==> src/rtl/fp_accum_seq.sv <==
// Packet accumulator front-end for the multi-cycle FP adder: folds a valid/ready
// element stream into one sum per packet, issuing one serial add per element.
//
// state    | meaning
// IDLE     | waiting for first element of a packet (bypasses the adder)
// WAIT_IN  | partial sum held, waiting for next element
// ISSUE    | operands registered, pulse add_strt once adder is not busy
// WAIT_ADD | add in flight, waiting for add_valid
// DONE     | one-cycle result strobe
module fp_accum_seq #(
   parameter int EXP   = 8,
   parameter int MAN   = 23,
   parameter int CNT_W = 8
) (
   input  logic                 clk,
   input  logic                 rst,
   input  logic                 in_valid,
   output logic                 in_ready,
   input  logic [EXP+MAN:0]     in_data,
   input  logic                 in_last,
   output logic [EXP+MAN:0]     add_a,
   output logic [EXP+MAN:0]     add_b,
   output logic                 add_strt,
   input  logic                 add_busy,
   input  logic                 add_valid,
   input  logic [EXP+MAN:0]     add_sum,
   output logic [EXP+MAN:0]     acc_out,
   output logic                 acc_valid,
   output logic [CNT_W-1:0]     acc_count
);

   localparam logic [2:0] S_IDLE     = 3'd0;
   localparam logic [2:0] S_WAIT_IN  = 3'd1;
   localparam logic [2:0] S_ISSUE    = 3'd2;
   localparam logic [2:0] S_WAIT_ADD = 3'd3;
   localparam logic [2:0] S_DONE     = 3'd4;

   logic [2:0]         r_state;
   logic [EXP+MAN:0]   r_acc;
   logic [EXP+MAN:0]   r_add_b;
   logic               r_last;
   logic [CNT_W-1:0]   r_cnt;
   logic [EXP+MAN:0]   r_acc_out;
   logic [CNT_W-1:0]   r_acc_count;

   logic               w_hs;
   logic [CNT_W-1:0]   w_cnt_inc;

   assign in_ready  = ~rst & ((r_state == S_IDLE) | (r_state == S_WAIT_IN));
   assign w_hs      = in_valid & in_ready;
   assign w_cnt_inc = (&r_cnt) ? r_cnt : r_cnt + CNT_W'(1);

   assign add_a     = r_acc;
   assign add_b     = r_add_b;
   assign add_strt  = (r_state == S_ISSUE) & ~add_busy;
   assign acc_valid = (r_state == S_DONE);
   assign acc_out   = r_acc_out;
   assign acc_count = r_acc_count;

   // The reported sum/count are loaded on entry to DONE so they are already
   // valid during the acc_valid cycle.
   always_ff @(posedge clk or posedge rst) begin
      if (rst) begin
         r_state     <= S_IDLE;
         r_acc       <= '0;
         r_add_b     <= '0;
         r_last      <= 1'b0;
         r_cnt       <= '0;
         r_acc_out   <= '0;
         r_acc_count <= '0;
      end else begin
         case (r_state)
            S_IDLE: begin
               if (w_hs) begin
                  r_acc <= in_data;
                  r_cnt <= CNT_W'(1);
                  if (in_last) begin
                     r_acc_out   <= in_data;
                     r_acc_count <= CNT_W'(1);
                     r_state     <= S_DONE;
                  end else begin
                     r_state <= S_WAIT_IN;
                  end
               end
            end
            S_WAIT_IN: begin
               if (w_hs) begin
                  r_add_b <= in_data;
                  r_last  <= in_last;
                  r_cnt   <= w_cnt_inc;
                  r_state <= S_ISSUE;
               end
            end
            S_ISSUE: begin
               if (!add_busy) r_state <= S_WAIT_ADD;
            end
            S_WAIT_ADD: begin
               if (add_valid) begin
                  r_acc <= add_sum;
                  if (r_last) begin
                     r_acc_out   <= add_sum;
                     r_acc_count <= r_cnt;
                     r_state     <= S_DONE;
                  end else begin
                     r_state <= S_WAIT_IN;
                  end
               end
            end
            S_DONE: r_state <= S_IDLE;
            default: r_state <= S_IDLE;
         endcase
      end
   end

endmodule

==> config.mk <==
export PLATFORM = sky130hd
export DESIGN_NAME = fp_accum_seq
export DESIGN_NICKNAME = d
export VERILOG_FILES = /design/src/rtl/fp_accum_seq.sv
export SDC_FILE = /design/constraint.sdc
export NUM_CORES = 1
export LEC_CHECK = 0
export ABC_AREA = 1
export CAP_MARGIN = 20
export CORE_ASPECT_RATIO = 0.75
export CORE_MARGIN = 2
export CORE_UTILIZATION = 50
export DETAILED_ROUTE_END_ITERATION = 6
export PLACE_DENSITY = 0.88
export SLEW_MARGIN = 20
export SYNTH_ARGS = -nofsm -noshare
export SYNTH_HDL_FRONTEND = slang
export SYNTH_SLANG_ARGS = --single-unit
==> constraint.sdc <==
create_clock -name clk -period 9.6 [get_ports clk]
set_clock_uncertainty 0.1 [all_clocks]
set_input_delay 1.92 -clock clk [delete_from_list [all_inputs] [get_ports clk]]
set_output_delay 1.92 -clock clk [all_outputs]
set_load 0.1 [all_outputs]
==> flow_summary.yaml <==
clocking:
  numCtsBuffers: 17
  insertion_delay_ns: 0.41
  clk_path_buf_depth: 2
  ctsHoldBuffers: 0
  cts-root-buf: "clkbuf_16"
  postCtsSetupRepairBufs: 0
  cts_max_level: 4
  cts_resized: 0
  cts_tree: "yes"
  cts.reportedPaths.clkPinSlew_ns: 0.06
  clock-sinks: 116
synthesis:
  synthXorXnorAreaFrac: 0.00494
  synth_top_area_frac: 0.545
  ys_types: 23
  synth-adder-area-share: 0.00235
  syn_inst: 687
  synthMuxAreaShare: 0
  yosys.area_share.simple: 0.331
  synth.largest_area_cell: "dfrtp_1"
  synthTopCellsByArea: "dfrtp_1 55%, nand2_1 25%, nand4_1 4.8%, inv_1 3.7%, o21ai_0 2.4%"
  yosys_warnings: 0
  synth_compound_area_frac: 0.0433
  syn_area_um2: 5320
  yosysSeqAreaShare: 0.545
  ys_seq_elements: 116
  avgSynthCellArea_um2: 7.75
  syn_nets: 758
  synth_top_family_by_area: "simple AND/OR/NAND/NOR gates"
global_route:
  grt_pass1_wl_um: 25600
  grt_antenna_before_repair: 0
  grt_overflow: 0
  track_usage: 0.291
  grt_start_max_net_pins: 67
  grt_pass1_vias: 5161
routing:
  first_pass_iters: 4
  drc: 0
  drt_iter0_drc: 516
  vias_per_cell: 5.31
  ant_nets: 0
  dr_total_vias: 5281
  wire_per_inst_um: 16.3
  drt-total-wl_um: 16200
run_status:
  status: "finished, final reports clean"
timing:
  period_share: 0.600
  worst_pin_slew_ns: 1.02
  max_freq_mhz: 174
  rsz0062_at_grt: "no"
  fin_tns_setup_ns: 0
  setup_viol: 0
  period_minus_slack_ns: 5.76
  slew_viol_final: 0
  hold_viol: 0
  slew_headroom: 0.318
die:
  core_area_um2: 10300
  die_h_um: 93.3
  start_util: 0.515
  die_w_um: 123
  num_rows: 32
  boundaryPins: 177
  dieArea_um2: 11500
finish:
  layout.nets: 919
  drive_above_1_share: 0.0547
  diodes: 0
  final_common_cell: "nand2_1"
  most-common-layout-cells: "349 x nand2_1, 176 x clkdlybuf4s50_1, 116 x dfrtp_1"
  area_growth_pct: 45.0
placed_design:
  hpwl_um: 10500
  place_congestion: 0.809
  io_buffers: 176
job:
  drv_cap: 0
setup_path:
  required_ns: 7.58
  cp-end-kind: "primary output"
  critPathMaxFanout: 3
  path_class: "input pin to primary output"
  arrival_ns: 3.74
  start_kind: "input pin"
worst_hold_path:
  hold_path_class: "register to register"
[through the flow]
stage	cell area, µm²	instances	setup slack [ns]	utilization	hold slack [ns]
after global placement	7120	965	3.89	0.689	0.353
final	7710	995	3.84	0.747	0.374
after floorplan	5320	687	4.08	-	0.359
after CTS	7710	995	3.82	0.747	0.370
after detailed placement	7120	965	3.84	0.689	0.357
after global routing	7710	995	3.80	0.747	0.392
[area by class of cell]
class | count | area, µm²
multi-input cells | 478 | 2050
clock inverters | 10 | 131
fillers | 780 | 2620
inverters | 56 | 213
well taps | 136 | 170
clock buffers | 20 | 467
repair buffers | 179 | 1780
flip-flops and latches | 116 | 2900
[state kept, by name (all words and copies together), names as in the netlist]
signal and flops:
acc_count 8, acc_out 32, add_a 32, add_b 32
r_cnt 8, r_last 1, r_state 3
[final timing paths]
check / from / endpoint / slack (ns) / depth (start not counted)
max reg2reg: r_state[0] / acc_out[26] / 6.16 / 6
min: acc_count[4] / acc_count[4] / 0.37 / 2
min reg2reg: acc_count[4] / acc_count[4] / 0.37 / 2
max: rst / in_ready / 3.84 / 3
max in group asynchronous: rst / add_b[0] / 6.18 / 3
min in group asynchronous: rst / acc_count[4] / 1.99 / 2
[per-layer routing]
layer  GRT usage  up-vias  wire length, µm
met5           0        -                0
met4      0.0947        0              273
met3      0.0878       26             1590
met2       0.474      258             7760
met1       0.374     2526             6580
li1            -     2471                -
[cell families after synthesis]
family,Yosys count
flops,116
fa+ha+maj,1
simple gates,428
compound gates,46
buf+inv,93
xor+xnor,3
[worst max-delay path, stage by stage]
cell             delay, ns
clkdlybuf4s50_1       0.49
a21oi_1               0.17
clkdlybuf4s50_1       1.15
[cell usage after synthesis]
master / count
dfrtp_1: 116
nor2_1: 20
nand3_1: 7
nand3_2: 2
xor2_1: 3
ha_1: 1
o21ai_0: 26
nand2_2: 2
clkbuf_1: 11
nor2_2: 2
inv_1: 53
a21oi_1: 2
inv_2: 3
nand4_1: 41
buf_1: 5
nand4_2: 1
nand2_1: 350
nand3b_1: 1
nor3_1: 1
buf_2: 16
o21ai_1: 18
nor2_4: 1
buf_4: 5
Power is not shown: default switching activity piles up to over one toggle a cycle in this logic, so the estimate is an artifact.
